### src/rtl/stack_seq_pkg.sv
// Shared types and encodings for the stack sequencer: FSM states, request opcodes,
// memory write-source selects and per-op stack word counts.
package stack_seq_pkg;

  typedef enum logic [2:0] {
    StIdle,
    StPushHi,
    StPushLo,
    StPushFl,
    StPopFl,
    StPopLo,
    StPopHi,
    StRedirect
  } state_t;

  typedef enum logic [1:0] {OP_CALL, OP_RET, OP_INT, OP_RTI} op_t;

  localparam logic [1:0] WSRC_FLAGS  = 2'b00;
  localparam logic [1:0] WSRC_PC_HI  = 2'b01;
  localparam logic [1:0] WSRC_PC_LO  = 2'b10;
  localparam logic [1:0] ADDR_SEL_SP = 2'b10;

  function automatic logic is_push_op(input op_t op);
    return (op == OP_CALL) || (op == OP_INT);
  endfunction

  function automatic logic [1:0] push_count(input op_t op);
    case (op)
      OP_CALL: return 2'd2;
      OP_INT:  return 2'd3;
      default: return 2'd0;
    endcase
  endfunction

  function automatic logic [1:0] pop_count(input op_t op);
    case (op)
      OP_RET:  return 2'd2;
      OP_RTI:  return 2'd3;
      default: return 2'd0;
    endcase
  endfunction

endpackage

### src/rtl/stack_occupancy_counter.sv
// Saturating stack occupancy counter with admission checks for an N-word push or pop.
module stack_occupancy_counter #(
  parameter int unsigned STACK_DEPTH = 1024
) (
  input  logic       clk,
  input  logic       reset,
  input  logic       inc,
  input  logic       dec,
  input  logic [1:0] need_push,
  input  logic [1:0] need_pop,
  output logic       push_ok,
  output logic       pop_ok
);

  localparam int unsigned OccW = $clog2(STACK_DEPTH + 1);

  logic [OccW-1:0] occ_q, occ_d;

  always_comb begin
    occ_d = occ_q;
    if (inc && !dec && (32'(occ_q) < STACK_DEPTH)) begin
      occ_d = occ_q + 1'b1;
    end else if (dec && !inc && (occ_q != '0)) begin
      occ_d = occ_q - 1'b1;
    end
  end

  always_ff @(posedge clk or negedge reset) begin
    if (!reset) begin
      occ_q <= '0;
    end else begin
      occ_q <= occ_d;
    end
  end

  assign push_ok = (32'(occ_q) + 32'(need_push)) <= STACK_DEPTH;
  assign pop_ok  = 32'(occ_q) >= 32'(need_pop);

endmodule

### src/rtl/stack_sequencer.sv
// Multi-cycle CALL/RET/INT/RTI sequencer driving SP-addressed push/pop cycles on the
// memory stage, PC redirect strobes and flag restore; stalls the front end while busy.
module stack_sequencer
  import stack_seq_pkg::*;
#(
  parameter int unsigned STACK_DEPTH = 1024,
  parameter int unsigned PC_WIDTH    = 32,
  parameter int unsigned FLAG_WIDTH  = 3
) (
  input  logic                    clk,
  input  logic                    reset,
  input  logic                    req_call,
  input  logic                    req_ret,
  input  logic                    req_int,
  input  logic                    req_rti,
  input  logic [PC_WIDTH/2-1:0]   mem_data,
  output logic                    memory_read,
  output logic                    memory_write,
  output logic                    memory_push,
  output logic                    memory_pop,
  output logic [1:0]              memory_address_select,
  output logic [1:0]              memory_write_src_select,
  output logic                    pc_choose_memory,
  output logic                    interrupt,
  output logic [FLAG_WIDTH-1:0]   flags_restore,
  output logic                    flags_restore_valid,
  output logic                    busy,
  output logic                    stall,
  output logic                    done,
  output logic                    stack_fault
);

  state_t                state_q, state_d;
  op_t                   op_q, op_d, op_sel;
  logic                  int_pending_q, int_pending_d;
  logic                  fault_q;
  logic [FLAG_WIDTH-1:0] flags_q;
  logic                  flags_valid_q;
  logic                  want_int, req_any, idle, admit_ok, start, reject;
  logic                  push_ok, pop_ok;

  // A pending interrupt competes exactly like a fresh req_int.
  assign want_int = req_int | int_pending_q;
  assign req_any  = want_int | req_rti | req_ret | req_call;
  assign idle     = (state_q == StIdle);

  always_comb begin
    if (want_int)     op_sel = OP_INT;
    else if (req_rti) op_sel = OP_RTI;
    else if (req_ret) op_sel = OP_RET;
    else              op_sel = OP_CALL;
  end

  assign admit_ok = is_push_op(op_sel) ? push_ok : pop_ok;
  assign start    = idle & req_any & admit_ok;
  assign reject   = idle & req_any & ~admit_ok;

  stack_occupancy_counter #(
    .STACK_DEPTH(STACK_DEPTH)
  ) u_occ (
    .clk      (clk),
    .reset    (reset),
    .inc      (memory_push),
    .dec      (memory_pop),
    .need_push(push_count(op_sel)),
    .need_pop (pop_count(op_sel)),
    .push_ok  (push_ok),
    .pop_ok   (pop_ok)
  );

  always_comb begin
    state_d       = state_q;
    op_d          = op_q;
    int_pending_d = int_pending_q;
    if (start) op_d = op_sel;
    if ((start || reject) && (op_sel == OP_INT)) begin
      int_pending_d = 1'b0;
    end else if (!idle && req_int) begin
      int_pending_d = 1'b1;
    end
    unique case (state_q)
      StIdle: begin
        if (start) begin
          if (is_push_op(op_sel))      state_d = StPushHi;
          else if (op_sel == OP_RTI)   state_d = StPopFl;
          else                         state_d = StPopLo;
        end
      end
      StPushHi:   state_d = StPushLo;
      StPushLo:   state_d = (op_q == OP_INT) ? StPushFl : StIdle;
      StPushFl:   state_d = StRedirect;
      StPopFl:    state_d = StPopLo;
      StPopLo:    state_d = StPopHi;
      StPopHi:    state_d = StRedirect;
      StRedirect: state_d = StIdle;
      default:    state_d = StIdle;
    endcase
  end

  always_comb begin
    memory_read             = 1'b0;
    memory_write            = 1'b0;
    memory_push             = 1'b0;
    memory_pop              = 1'b0;
    memory_write_src_select = WSRC_FLAGS;
    pc_choose_memory        = 1'b0;
    interrupt               = 1'b0;
    done                    = 1'b0;
    unique case (state_q)
      StIdle: ;
      StPushHi: begin
        memory_write            = 1'b1;
        memory_push             = 1'b1;
        memory_write_src_select = WSRC_PC_HI;
      end
      StPushLo: begin
        memory_write            = 1'b1;
        memory_push             = 1'b1;
        memory_write_src_select = WSRC_PC_LO;
        done                    = (op_q == OP_CALL);
      end
      StPushFl: begin
        memory_write            = 1'b1;
        memory_push             = 1'b1;
        memory_write_src_select = WSRC_FLAGS;
      end
      StPopFl, StPopLo, StPopHi: begin
        memory_read = 1'b1;
        memory_pop  = 1'b1;
      end
      StRedirect: begin
        done             = 1'b1;
        interrupt        = (op_q == OP_INT);
        pc_choose_memory = (op_q != OP_INT);
      end
      default: ;
    endcase
  end

  always_ff @(posedge clk or negedge reset) begin
    if (!reset) begin
      state_q       <= StIdle;
      op_q          <= OP_CALL;
      int_pending_q <= 1'b0;
      fault_q       <= 1'b0;
      flags_q       <= '0;
      flags_valid_q <= 1'b0;
    end else begin
      state_q       <= state_d;
      op_q          <= op_d;
      int_pending_q <= int_pending_d;
      fault_q       <= fault_q | reject;
      flags_valid_q <= (state_q == StPopFl);
      if (state_q == StPopFl) flags_q <= mem_data[FLAG_WIDTH-1:0];
    end
  end

  logic unused_mem_data;
  assign unused_mem_data = ^mem_data[PC_WIDTH/2-1:FLAG_WIDTH];

  assign busy                  = ~idle;
  assign stall                 = busy | start;
  assign memory_address_select = busy ? ADDR_SEL_SP : 2'b00;
  assign flags_restore         = flags_q;
  assign flags_restore_valid   = flags_valid_q;
  assign stack_fault           = fault_q;

endmodule
### config.mk
export PLATFORM = sky130hd
export DESIGN_NAME = stack_sequencer
export DESIGN_NICKNAME = d
export VERILOG_FILES = /design/src/rtl/stack_seq_pkg.sv /design/src/rtl/stack_occupancy_counter.sv /design/src/rtl/stack_sequencer.sv
export SDC_FILE = /design/constraint.sdc
export NUM_CORES = 1
export LEC_CHECK = 0
export BUFFER_PORTS_ARGS = -buffer_cell sky130_fd_sc_hd__buf_2
export CORE_ASPECT_RATIO = 0.6
export CORE_MARGIN = 2
export CORE_UTILIZATION = 56
export CTS_BUF_LIST = sky130_fd_sc_hd__clkbuf_2
export DETAILED_ROUTE_END_ITERATION = 12
export MAX_ROUTING_LAYER = met4
export PLACE_DENSITY = 0.84
export SLEW_MARGIN = 20
export SYNTH_ARGS = -nofsm -noshare
export SYNTH_HDL_FRONTEND = slang
export SYNTH_HIERARCHICAL = 1
export SYNTH_SLANG_ARGS = --single-unit
export TNS_END_PERCENT = 20
### constraint.sdc
create_clock -name clk -period 3.5 [get_ports clk]
set_input_delay 0.175 -clock clk [delete_from_list [all_inputs] [get_ports clk]]
set_output_delay 0.175 -clock clk [all_outputs]
set_load 0.02 [all_outputs]
# Yosys cells after proc, flatten, opt, wreduce, memory -nomap -nowiden
# Index checks and enable logic that the tools add are counted.
[word_totals]
output_inout_bits = 18
in_bits = 22
elab_cells = 79
ff_bits = 22
[classes]
muxes = 22
eq_ne = 13
bitwise = 11
n_addsub = 3
reduce_logical = 20
magnitude_cmp = 3
[op_table]
columns = ["cell", "count"]
rows = [
  ["$le A32 B11 Y1 const B", 1],
  ["$mux W11", 2],
  ["$pmux W3 S7", 1],
  ["$add A11 B2 Y12", 1],
  ["$eq A3 B3 Y1 const B", 4],
  ["$pmux W2 S2", 3],
  ["$add A11 B1 Y11 const B", 1],
  ["$ge A11 B2 Y1", 1],
  ["$lt A11 B11 Y1 const B", 1],
  ["$reduce_bool A11 Y1", 1],
  ["$sub A11 B1 Y11 const B", 1],
  ["$mux W1", 9],
  ["$mux W2", 4],
  ["$eq A2 B2 Y1 const B", 3],
  ["$eq A3 B2 Y1 const B", 2],
  ["$logic_and A1 B1 Y1", 6],
  ["$mux W3", 2],
  ["$or A1 B1 Y1", 6],
  ["$reduce_or A3 Y1", 2],
  ["$logic_not A2 Y1", 2],
  ["$reduce_bool A2 Y1", 2],
  ["$and A1 B1 Y1", 3],
  ["$eq A3 B1 Y1 const B", 1],
  ["$logic_not A1 Y1", 3],
  ["8 further kinds", 10],
]

# Logic depth before layout (Yosys ltp)
# Gate-level depths: netlist of run 1.
[depth]
word_depth = 13
depth_mapped = 12
ltp_nobuf = 12

# Cells and area by module
# The synthesis of run 1 kept the hierarchy.
[by_module_without_submodules]
columns = ["module", "seq_area_each_um2", "area_per_inst_um2", "cells_each", "n_inst"]
rows = [
  ["stack_occupancy_counter", 275.3, 1133.6, 133, 1],
  ["stack_sequencer", 275.3, 696.9, 72, 1],
]

# Least setup slack after synthesis of run 1
# Ideal clock, no wire load.
[synth_path]
kind = "register to register"
from = "register state_q[2]"
to = "register u_occ.occ_q[10]"
stages_incl_launch_ff = 11
t_arrival_ns = 3.379
synth_period_minus_slack_ns = 3.507
n_path_buf = 1
path_slack_ns = -0.007
required_ns = 3.372
cell_sequence = "dfrtp_1 clkbuf_1 a21boi_0 nor3_1 inv_1 ha_1 a21o_1 a221oi_1 nand2_1 a311oi_2 xnor2_1"
[synth_via]
elab_chain_len = 7
elab_cells_between_ends = 18
classes_between = "eq/ne (6); mux (3); reduce/logical (9)"
[synth_lines]
columns = ["item", "line", "source"]
rows = [
  ["start, declared", "stack_sequencer.sv:33", "state_t state_q, state_d;"],
  ["start signal, assigned", "stack_sequencer.sv:142", "state_q <= StIdle;"],
  ["start signal, assigned", "stack_sequencer.sv:149", "state_q <= state_d;"],
  ["$eq A3 B3 Y1", "stack_sequencer.sv:109", "unique case (state_q)"],
  ["$reduce_or A3 Y1 (*)", "stack_sequencer.sv:109", ""],
  ["$mux W1 (*)", "stack_sequencer.sv:109", ""],
  ["net memory_pop", "stack_sequencer.sv:20", "output logic memory_pop,"],
  ["$logic_not A1 Y1", "stack_occupancy_counter.sv:21", "if (inc && !dec && (32'(occ_q) < STACK_DEPTH)) begin"],
  ["$logic_and A1 B1 Y1 (2 in a row)", "stack_occupancy_counter.sv:21", ""],
  ["$mux W11 / $reduce_bool A2 Y1 (equally long branches)", "-", ""],
  ["end signal, assigned", "stack_occupancy_counter.sv:30", "occ_q <= '0;"],
  ["end signal, assigned", "stack_occupancy_counter.sv:32", "occ_q <= occ_d;"],
  ["end, declared", "stack_occupancy_counter.sv:17", "logic [OccW-1:0] occ_q, occ_d;"],
]
# The timed path passes the listed nets; every way through them passes the cells marked *.
# A chain may end at the register's enable or synchronous reset.

# Final worst setup path of run 1
[layout_path]
from = "register state_q[1]"
to = "register u_occ.occ_q[10]"
[layout_via]
elab_chain_len = 7
elab_cells_between_ends = 18
classes_between = "eq/ne (6); mux (3); reduce/logical (9)"
[layout_lines]
columns = ["item", "line"]
rows = [
  ["$eq A3 B3 Y1 (tied with other cells)", "stack_sequencer.sv:109"],
  ["$reduce_or A3 Y1, on equally long branches", "-"],
  ["$mux W1", "stack_sequencer.sv:109"],
  ["$logic_not A1 Y1, on equally long branches", "stack_occupancy_counter.sv:21, stack_occupancy_counter.sv:23"],
  ["$logic_and A1 B1 Y1, on equally long branches (2 in a row)", "stack_occupancy_counter.sv:21, stack_occupancy_counter.sv:23"],
  ["$mux W11 / $reduce_bool A2 Y1 (equally long branches)", "-"],
]
# Parallel ways exist; a longest one is shown, timed or not.

==> impl_results.md, run 1 <==
* CP Capture Type: register
* Peak supply drop at about 630 uV
* CP Data Arrival Time at 3450 ps
* Reg clk slew, reported paths at 220 ps
* Clock sink count at 22
* Wirelength, routed at between 3000 and 4000 microns
* Seq/Total Area, Yosys at 0.301
* Unique cell type count in the Yosys netlist at 55
* Die area at 3760 sq um
* Vias per cell at 5.70
* First-pass GRT wire length at just under 7000 microns
* Ant diodes at 0
* WL/cell at 14.4 microns
* Top cell type's share of synthesized area at 0.301
* RePlAce Congestion at 0.852
* CTS tree: built
* Global route overflow at 0
* Ports at 40
* Antenna-violating nets left at 0
* Final core utilization at 0.632
* Measured slew at the worst slew-check pin at approximately 570 ps
* Clk Latency, worst-skew pair at 330 ps
* RSZ-0062 raised after global routing: false
* Post-synthesis mux area share at 0.0362
* Drt first pass iters at 4
* Root Buffer: clkbuf_2
* Final instance area at between 2000 and 2500 sq um
* # Max-Cap Violations at 0
* Final HPWL DP at 3120 microns
* Post-synth top flop: dfrtp_1
* Tmin final at 3170 ps
* Post-Syn Instances at ~210
* Post-synth EDFFs at 0
* Compound-gate portion of the synthesized area at 0.230
* Largest family of logic cells by synthesized area: compound AO/OA/AOI/OAI gates
* Yosys warning count at 6
* Synth-to-Final Area Change at 9.91%
* # nets final at roughly 270
* Post-synth net total at 242
* Static leakage at around 0.89 nW
* Placed cell count at 271
* Setup crit start kind: register
* Core Rows at 16
* Crit Path Max Fanout at 7
* Worst path required time at 3780 ps
* DR DRC count at 0
* Area after DPL at about 2000 sq um
* Count leader, synth: dfrtp_1
* Setup TNS at 0 ps
* Max Slew Vio Count at 0
* Setup violations, final at 0
* Post-Synth Adder-Cell Area at 0.111
* Fin crit share at 0.906
* Share of cells above drive strength 1 at 0.229
* Slew headroom at 0.622
* CTS Buf Count at 3
* Die Height at 48.3 microns
* Vias at between 1,500 and 2,000
* IO Port Bufs at 25
* Non-filler cells, final at roughly 280
* PwrDens at 1080 nW/um^2
* Final Hold Violating Endpoints at 0
* Synthesized flop and latch total at 22
* Post-CTS setup buffer count at 0
* Max Clock Freq at ~320 MHz
* GRT Util Overall at 0.245
* Post-synth top area cell: dfrtp_1
* Type of the most critical hold path: input port to register
* Top cells by area, synth: dfrtp_1, ha_1, o21ai_0
* Core area at 3180 sq um
* Synth Area in Simple Gates at 0.204
* Initial DRC count at 100
* Chip width at around 78 microns
* Post-Syn Area at 1830 sq um
* Initial Util at 0.575
* # H-tree levels at 1
* Number of global-route vias before repair at 1,403
* Clock buffer depth at 2
* Worst Setup Path Type: register to register
* Status: finished, final reports clean
* Initial antenna violation count at 0
* Xor and xnor area share after synthesis at 0.0526
* Syn avg cell area at 8.93 sq um
* Ys async rst share at 1.00
* Commonest cells post-synth: dfrtp_1, nand2_1, o21ai_0
* Post-route clock skew at 2.86 ps
* Largest net degree at the start of global routing at 23
[routing by layer]
layer | vias to the layer above | wire length, microns | part of all wire | global-route usage
met2 | 32 | 1650 | 0.41 | 0.366
met4 | 0 | 14 | 0.0035 | 0.0321
met1 | 746 | 2170 | 0.54 | 0.361
met3 | 2 | 161 | 0.040 | 0.0426
met5 | - | 0 | 0 | -
li1 | 793 | - | - | -
[state kept, by name, summed over array words and instances (netlist names)]
name and flops:
stack_fault 1, u_occ/occ_q 11, int_pending_q 1, state_q 3, op_q 2, flags_restore_valid 1, flags_restore 3
[critical path: stages, from the launching register on]
cell and delay, ps:
dfrtp_1 500, nor2_2 60, nor2_1 180, inv_1 130, nor3_2 250, inv_1 230, fa_1 470, a21o_1 200
a221oi_1 520, nand2_1 140, a311oi_2 310, xnor2_1 140
[power by group]
part / internal (mW) / switching, mW / total, mW
clock network: 0.0248 / 0.0807 / 0.106
logic: 0.660 / 0.877 / 1.54
registers: 0.369 / 0.166 / 0.535
[cell families after synthesis]
group | Yosys count
adder cells (fa/ha/maj) | 15
buffers and inverters | 21
AND/OR/NAND/NOR | 71
flip-flops | 22
XOR/XNOR | 11
other | 1
AO/OA/AOI/OAI | 59
multiplexers | 5
[final timing paths]
check | slack [ps] | startpoint | cells after the start | to
min | 60 | mem_data[0] | 2 | flags_restore[0]$_DFFE_PN0P_
max in group asynchronous | 2860 | reset | 2 | u_occ/occ_q[6]$_DFFE_PN0P_
min in group asynchronous | 310 | reset | 2 | int_pending_q$_DFFE_PN0P_
max | 330 | state_q[1]$_DFFE_PN0P_ | 11 | u_occ/occ_q[10]$_DFFE_PN0P_
max reg2reg | 330 | state_q[1]$_DFFE_PN0P_ | 11 | u_occ/occ_q[10]$_DFFE_PN0P_
min reg2reg | 500 | stack_fault$_DFF_PN0_ | 1 | stack_fault$_DFF_PN0_
[timing repair]
item                                    CTS  global route
gates resized for setup                   0             1
hold buffers                              1             0
endpoints found under the setup margin    0             1
hold endpoints to repair                 22             0
[area by class of cell]
class / count / area (sq um)
repair buffers: 31 / 173
inverters: 12 / 45.0
well taps: 45 / 56.3
multi-input cells: 162 / 1170
clock inverters: 1 / 3.75
flip-flops and latches: 22 / 551
clock buffers: 3 / 15.0
fillers: 264 / 1170
[per-stage QoR]
step           power [mW]  hold WS [ps]  setup WS, ps
6_report             2.18          58.0           330
5_1_grt              2.38          34.3          46.9
4_1_cts              2.16          39.6           158
3_5_place_dp         2.04           175           199
3_3_place_gp         1.99           163           352
2_1_floorplan        1.72          -121           198
[layout by cell type, fill, tap and decap left out, types with 2 or more instances in the layout]
master / n
o21ai_0: 15
nand3_1: 5
buf_4: 5
xor2_1: 4
inv_1: 10
mux2_4: 3
a21o_1: 4
nand4_1: 4
a21oi_1: 12
buf_2: 25
o21a_1: 3
ha_1: 13
nor2b_1: 3
a31o_2: 2
and3_1: 2
fa_1: 2
nand2b_1: 4
a31oi_1: 5
nor2_1: 14
nor3_1: 11
dfrtp_1: 22
nand2_1: 16
o211ai_1: 2
a221oi_1: 2
inv_2: 2
xnor2_1: 7
clkbuf_2: 3
(Power assumes the default switching activity.)
==> run 2, diff against run 1 <==
--- a/config.mk
+++ b/config.mk
@@ -5,10 +5,11 @@
 export SDC_FILE = /design/constraint.sdc
 export NUM_CORES = 1
 export LEC_CHECK = 0
+export ABC_AREA = 1
 export BUFFER_PORTS_ARGS = -buffer_cell sky130_fd_sc_hd__buf_2
 export CORE_ASPECT_RATIO = 0.6
 export CORE_MARGIN = 2
-export CORE_UTILIZATION = 56
+export CORE_UTILIZATION = 57
 export CTS_BUF_LIST = sky130_fd_sc_hd__clkbuf_2
 export DETAILED_ROUTE_END_ITERATION = 12
 export MAX_ROUTING_LAYER = met4
==> impl_results.md, run 2 <==
* Status: finished, final reports clean
* Ys async rst share at 1.00 (unchanged)
* Initial antenna violation count at 0 (unchanged)
* Vias per cell at 5.20 (-8.8%)
* Peak supply drop at 570 uV (-9.5%)
* Ports at 40 (unchanged)
* Antenna-violating nets left at 0 (unchanged)
* Path depth of the worst reg2reg path at 11 (unchanged)
* Commonest non-fill, non-tap cells in the layout: nand2_1, inv_1, nor2_1
* Share of cells above drive strength 1 at 0.167 (-0.0623)
* Setup violations, final at 0 (unchanged)
* CTS tree: built
* Setup TNS at 0 ps (unchanged)
* Clock sink count at 22 (unchanged)
* Unique cell type count in the Yosys netlist at 32 (-42%)
* CP Capture Type: output port
* Synth-to-Final Area Change at 8.46%
* Wirelength, routed at 4680 microns (+17%)
* Measured slew at the worst slew-check pin at 603 ps (+35.5 ps)
* Seq/Total Area, Yosys at 0.274 (-0.0271)
* # Max-Cap Violations at 0 (unchanged)
* Crit Path Max Fanout at 6 (-1)
* # nets final at 367 (+36%)
* Slew headroom at 0.597 (-0.0248)
* Global route overflow at 0 (unchanged)
* Die area at 4040 sq um (+7.4%)
* Static leakage at 1.19 nW (+33%)
* Worst R2R Start: state_q[2]$_DFFE_PN0P_
* Yosys warning count at 6 (unchanged)
* Largest net degree at the start of global routing at 23 (unchanged)
* CP Data Arrival Time at 2850 ps (-600 ps)
* Total power draw at 2.39 mW (+9.7%)
* Syn avg cell area at 6.64 sq um (-26%)
* Final Hold Violating Endpoints at 0 (unchanged)
* Clock buffer depth at 2 (unchanged)
* Number of global-route vias before repair at 1,685 (+20%)
* Drt first pass iters at 5 (+1)
* Flop2flop setup slack at 750 ps (+420 ps)
* RSZ-0062 raised after global routing: false
* WL/cell at 12.5 microns (-13%)
* First-pass GRT wire length at 7780 microns (+13%)
* Initial Util at 0.605 (+0.0303)
* Final HPWL DP at 3720 microns (+19%)
* Slowest stage delay, CP at 440 ps (-80 ps)
* RePlAce Congestion at 0.886 (+4.0%)
* Hold path depth at 3 (+1)
* CTS Buf Count at 3 (unchanged)
* Post-Syn Area at 2010 sq um (+9.9%)
* Commonest cells post-synth: nand2_1, inv_1, nor2_1
* Core area at 3320 sq um (+4.4%)
* R2R Path End: u_occ/occ_q[10]$_DFFE_PN0P_
* Vias at 1,945 (+24%)
* Worst path required time at 3320 ps (-460 ps)
* Top cell type's share of synthesized area at 0.274 (-0.0271)
* # H-tree levels at 1 (unchanged)
* Ant diodes at 0 (unchanged)
* DR DRC count at 0 (unchanged)
* Core Rows at 16 (unchanged)
* Max Clock Freq at 330 MHz (+4.8%)
* Hold Path Origin: mem_data[0]
* Post-synth net total at 340 (+40%)
* Max Slew Vio Count at 0 (unchanged)
* CP Cell Sequence: nor2_4, inv_1, ha_1, fa_1, inv_1, nor2_2, nand2_1, nand2_1, nand2_1, nand3_1, nor2_1, nand2_1, nand2_1, nand2_1, nand2_2, a21oi_2, inv_1, buf_2
* Top cell by count, worst path: nand2_1
* Post-CTS setup buffer count at 0 (unchanged)
* Top cells by area, synth: dfrtp_1, nand2_1, ha_1
* Post-synth top area cell: dfrtp_1
* Placed cell count at 368 (+36%)
* Setup slack after layout at 474 ps (+145 ps)
* Hold EP: flags_restore[0]$_DFFE_PN0P_
* Setup crit start kind: register
* PwrDens at 1090 nW/um^2 (+1.1%)
* Synthesized flop and latch total at 22 (unchanged)
* Post-synth EDFFs at 0 (unchanged)
* Chip width at 80.7 microns (+3.7%)
* Tmin final at 3030 ps (-145 ps)
* Worst Setup Path Type: register to output port
* Post-Syn Instances at 303 (+48%)
* Largest reg by FF count: u_occ/occ_q
* Slowest stage cell, crit path: dfrtp_1
* Type of the most critical hold path: input port to register
* Die Height at 50.0 microns (+3.6%)
* Non-filler cells, final at 374 (+36%)
* Root Buffer: clkbuf_2
* WHS at 26.4 ps (-31.5 ps)
* Post-route clock skew at 5.32 ps (+2.46 ps)
* Initial DRC count at 159 (+59%)
* Fin crit share at 0.865 (-0.0413)
* Post-synth top flop: dfrtp_1
* GRT Util Overall at 0.258 (+0.0126)
* Reg clk slew, reported paths at 200 ps (-20 ps)
* Max reg flops at 11 (unchanged)
* Buffers & Inverters on Critical Path at 4 (+2)
* IO Port Bufs at 25 (unchanged)
* Count leader, synth: nand2_1
* Pre-CTS setup slack at 839 ps (+640 ps)
* CP delay by family, top: simple AND/OR/NAND/NOR gates
* Clk Latency, worst-skew pair at 340 ps (about the same)
* Cell count along the critical path at 18 (+7)
* Commonest non-fill, non-tap cell in the layout: nand2_1
==> run 2: changes by cell type after synthesis, sizes merged, moves of 5 or more <==
cell	previous run	this run
nor2	16	36
xnor2	7	1
nand3	5	29
inv	12	46
a21oi	13	8
nand2	16	111
a31oi	6	0
o21ai	17	9
nor3	13	2
==> run 2: power by group <==
| part | leakage [nW] | internal (mW) | switching, mW | total [mW] |
|---|---|---|---|---|
| logic | 0.911 | 0.609 | 1.13 | 1.74 |
| registers | 0.264 | 0.376 | 0.167 | 0.543 |
| clock network | 0.0140 | 0.0248 | 0.0799 | 0.105 |
==> run 2: worst max-delay path by stage <==
stage	startpoint	end	slack, ps
2_1_floorplan	state_q[2]$_DFFE_PN0P_	u_occ/occ_q[5]$_DFFE_PN0P_	1030
3_3_place_gp	state_q[2]$_DFFE_PN0P_	u_occ/occ_q[10]$_DFFE_PN0P_	880
3_5_place_dp	state_q[2]$_DFFE_PN0P_	u_occ/occ_q[10]$_DFFE_PN0P_	840
4_1_cts	int_pending_q$_DFFE_PN0P_	stall	460
5_1_grt	int_pending_q$_DFFE_PN0P_	stall	190
6_report	int_pending_q$_DFFE_PN0P_	stall	470
==> run 2: cell families after synthesis <==
logic type | count (synthesis) | synth area share
AO/OA/AOI/OAI | 22 | 0.0684
XOR/XNOR | 7 | 0.0305
adder cells (fa/ha/maj) | 15 | 0.101
buffers and inverters | 51 | 0.111
flip-flops | 22 | 0.274
other | 1 | 0.00186
AND/OR/NAND/NOR | 185 | 0.414
==> run 2: metrics by stage <==
step           area (sq um)  utilization
5_1_grt                2180        0.657
3_3_place_gp           2140        0.645
2_1_floorplan          2010            -
3_5_place_dp           2140        0.645
6_report               2180        0.657
4_1_cts                2180        0.657
==> run 2: worst reg2reg max path: stages, from the launching register on <==
cell     delay (ps)
dfrtp_1         500
nor2_1          290
nand3_1         510
ha_1            560
nand2_1         160
inv_1            60
nand2_1          70
nand3_1         160
nand2_1         150
nand3_1          90
nand2_1          70
nand2_1          40
==> run 2: repair_timing <==
item / CTS / global route
gates resized for setup: 0 / 0
hold buffers: 2 / 0
hold endpoints to repair: 23 / 0
==> run 2: area by class of cell <==
| cell class | instances | area [sq um] |
|---|---|---|
| clock buffers | 3 | 15.0 |
| clock inverters | 1 | 3.75 |
| fillers | 305 | 1140 |
| well taps | 45 | 56.3 |
| flip-flops and latches | 22 | 551 |
| repair buffers | 27 | 145 |
| multi-input cells | 230 | 1240 |
| inverters | 46 | 173 |
==> run 2: metal layers <==
layer / global-route usage / vias up / wire [microns]
met2: 0.354 / 77 / 1910
li1: - / 1000 / -
met3: 0.0513 / 4 / 320
met1: 0.395 / 864 / 2430
met4: 0.0424 / 0 / 20
met5: - / - / 0
==> run 3, diff against run 2 <==
--- a/config.mk
+++ b/config.mk
@@ -12,8 +12,10 @@
 export CORE_UTILIZATION = 57
 export CTS_BUF_LIST = sky130_fd_sc_hd__clkbuf_2
 export DETAILED_ROUTE_END_ITERATION = 12
+export HOLD_SLACK_MARGIN = 0.06
 export MAX_ROUTING_LAYER = met4
 export PLACE_DENSITY = 0.84
+export SETUP_SLACK_MARGIN = 0.3
 export SLEW_MARGIN = 20
 export SYNTH_ARGS = -nofsm -noshare
 export SYNTH_HDL_FRONTEND = slang
==> impl_results.md, run 3 (synthesis results as in run 2) <==
* Status: finished, final reports clean
* Largest net degree at the start of global routing at 23 (unchanged)
* WL/cell at 13.1 microns (+4.7%)
* Max reg flops at 11 (unchanged)
* Commonest non-fill, non-tap cell in the layout: nand2_1
* RePlAce Congestion at 0.886 (unchanged)
* Met2 usage at 0.378 (+0.0236)
* CTS Buf Count at 3 (unchanged)
* Clk Latency, worst-skew pair at 350 ps (about the same)
* Core area at 3320 sq um (unchanged)
* P_int at 1.02 mW (+1.1%)
* DR DRC count at 0 (unchanged)
* Final Hold Violating Endpoints at 0 (unchanged)
* Commonest non-fill, non-tap cells in the layout: nand2_1, inv_1, nor2_1
* Worst path required time at 3320 ps (about the same)
* Final HPWL DP at 3720 microns (unchanged)
* Vias at 2,003 (+3.0%)
* CP Data Arrival Time at 2800 ps (-50 ps)
* Post-route clock skew at 3.72 ps (-1.60 ps)
* Final core utilization at 0.668 (+0.0113)
* Top cell by count, worst path: nand2_1
* Clock buffer depth at 2 (unchanged)
* Clk network pwr share at 0.045 (about the same)
* Clock sink count at 22 (unchanged)
* Wirelength, routed at 4950 microns (+5.8%)
* Sequential share of power at 0.226 (about the same)
* Global route overflow at 0 (unchanged)
* Share of cells above drive strength 1 at 0.174 (+0.00700)
* Ports at 40 (unchanged)
* Setup crit start kind: register
* Largest reg by FF count: u_occ/occ_q
* Drt first pass iters at 5 (unchanged)
* Met1 Track Usage GR at 0.398 (+0.00275)
* Pre-CTS setup slack at 839 ps (unchanged)
* Initial Util at 0.605 (unchanged)
* Max Slew Vio Count at 0 (unchanged)
* Placed cell count at 368 (unchanged)
* IO Port Bufs at 25 (unchanged)
* Core Rows at 16 (unchanged)
* Switching share of power at 0.578 (+0.000669)
* Crit Path Max Fanout at 4 (-2)
* GR Util met3 at 0.0531 (+0.00183)
* Die area at 4040 sq um (unchanged)
* First-pass GRT wire length at 8010 microns (+3.0%)
* Slowest stage delay, CP at 450 ps (about the same)
* # Max-Cap Violations at 0 (unchanged)
* # H-tree levels at 1 (unchanged)
* CTS tree: built
* Antenna-violating nets left at 0 (unchanged)
* Synth-to-Final Area Change at 10.3%
* Initial antenna violation count at 0 (unchanged)
* Setup slack after layout at 529 ps (+54.7 ps)
* CP Capture Type: output port
* Slew headroom at 0.598 (+0.00134)
* Buffers & Inverters on Critical Path at 4 (unchanged)
* GRT Util Overall at 0.267 (+0.00893)
* Vias per cell at 5.30 (+1.9%)
* Measured slew at the worst slew-check pin at 601 ps (-2.01 ps)
* Slowest stage cell, crit path: dfrtp_1
* Setup violations, final at 0 (unchanged)
* PwrDens at 1090 nW/um^2 (-0.42%)
* Worst Setup Path Type: register to output port
* Logic gate share of total power at 0.729 (about the same)
* RSZ-0062 raised after global routing: false
* Reg clk slew, reported paths at 210 ps (about the same)
* Peak supply drop at 595 uV (+4.3%)
* Tmin final at 2970 ps (-54.7 ps)
* CP Cell Sequence: nor2_4, inv_1, ha_1, fa_2, inv_1, nor2_2, nand2_1, nand2_1, nand2_1, nand3_1, nor2_1, nand2_1, nand2_1, nand2_1, nand2_2, a21oi_2, inv_1, buf_2
* GRT Max-Usage Layer: met1
* Initial DRC count at 210 (+32%)
* Static leakage at 1.21 nW (+1.5%)
* Fin crit share at 0.849 (-0.0156)
* Ant diodes at 0 (unchanged)
* FILL cells at 301 (-1.3%)
* Die Height at 50.0 microns (unchanged)
* CP delay by family, top: simple AND/OR/NAND/NOR gates
* Chip width at 80.7 microns (unchanged)
* WHS at 111 ps (+84.1 ps)
* Switch Pwr at 1.40 mW (+1.4%)
* # nets final at 371 (+1.1%)
* Root Buffer: clkbuf_2
* Max Clock Freq at 337 MHz (+1.8%)
* Setup TNS at 0 ps (unchanged)
* Type of the most critical hold path: input port to register
* Non-filler cells, final at 378 (+1.1%)
* Number of global-route vias before repair at 1,728 (+2.6%)
run 3: final cells by class:
| cell class | instances | area, sq um | area share |
|---|---|---|---|
| repair buffers | 31 | 180 | 0.0812 |
| well taps | 45 | 56.3 | 0.0254 |
| flip-flops and latches | 22 | 551 | 0.248 |
| inverters | 46 | 173 | 0.0778 |
| clock inverters | 1 | 3.75 | 0.00169 |
| clock buffers | 3 | 15.0 | 0.00676 |
| multi-input cells | 230 | 1240 | 0.559 |
run 3: timing repair:
item	CTS	global route
resized for setup	0	1
endpoints found under the hold margin	25	0
setup endpoints to repair	0	1
setup buffers	0	2
hold buffers	4	0
run 3: worst register-to-register path, stage by stage (launching register included):
cell,delay (ps)
dfrtp_1,480
nor2_2,70
nor2_1,240
nand3_1,510
ha_1,560
a21oi_1,260
nand3_1,200
nand2_1,160
nand3_1,90
nand2_1,70
nand2_1,40
run 3: layer usage:
layer	part of all wire	routed length, microns	vias to the layer above
li1	-	-	1006
met1	0.48	2400	897
met2	0.42	2060	91
met3	0.086	425	9
met4	0.012	59	0
met5	0	0	-
run 3: worst paths after layout:
path	start	slack, ps	cells past startpoint	end
setup / recovery	int_pending_q$_DFFE_PN0P_	530	18	stall
hold / removal	req_int	110	3	int_pending_q$_DFFE_PN0P_
setup reg to reg	state_q[1]$_DFFE_PN0P_	750	10	u_occ/occ_q[10]$_DFFE_PN0P_
hold reg to reg	stack_fault$_DFF_PN0_	500	1	stack_fault$_DFF_PN0_
max in group asynchronous	reset	2850	2	u_occ/occ_q[7]$_DFFE_PN0P_
min in group asynchronous	reset	300	2	state_q[1]$_DFFE_PN0P_
run 3: power groups by stage:
| stage | logic [mW] | registers, mW | clock network [mW] |
|---|---|---|---|
| 4_1_cts | 1.72 | 0.539 | 0.110 |
| 2_1_floorplan | 1.39 | 0.532 | 0 |
| 3_5_place_dp | 1.70 | 0.546 | 0 |
| 3_3_place_gp | 1.66 | 0.539 | 0 |
| 6_report | 1.76 | 0.548 | 0.108 |
| 5_1_grt | 1.98 | 0.565 | 0.124 |
run 3: stage by stage:
step           cell area (sq um)  power (mW)
2_1_floorplan               2010        1.92
3_3_place_gp                2140        2.19
3_5_place_dp                2140        2.25
4_1_cts                     2200        2.37
5_1_grt                     2220        2.67
6_report                    2220        2.42
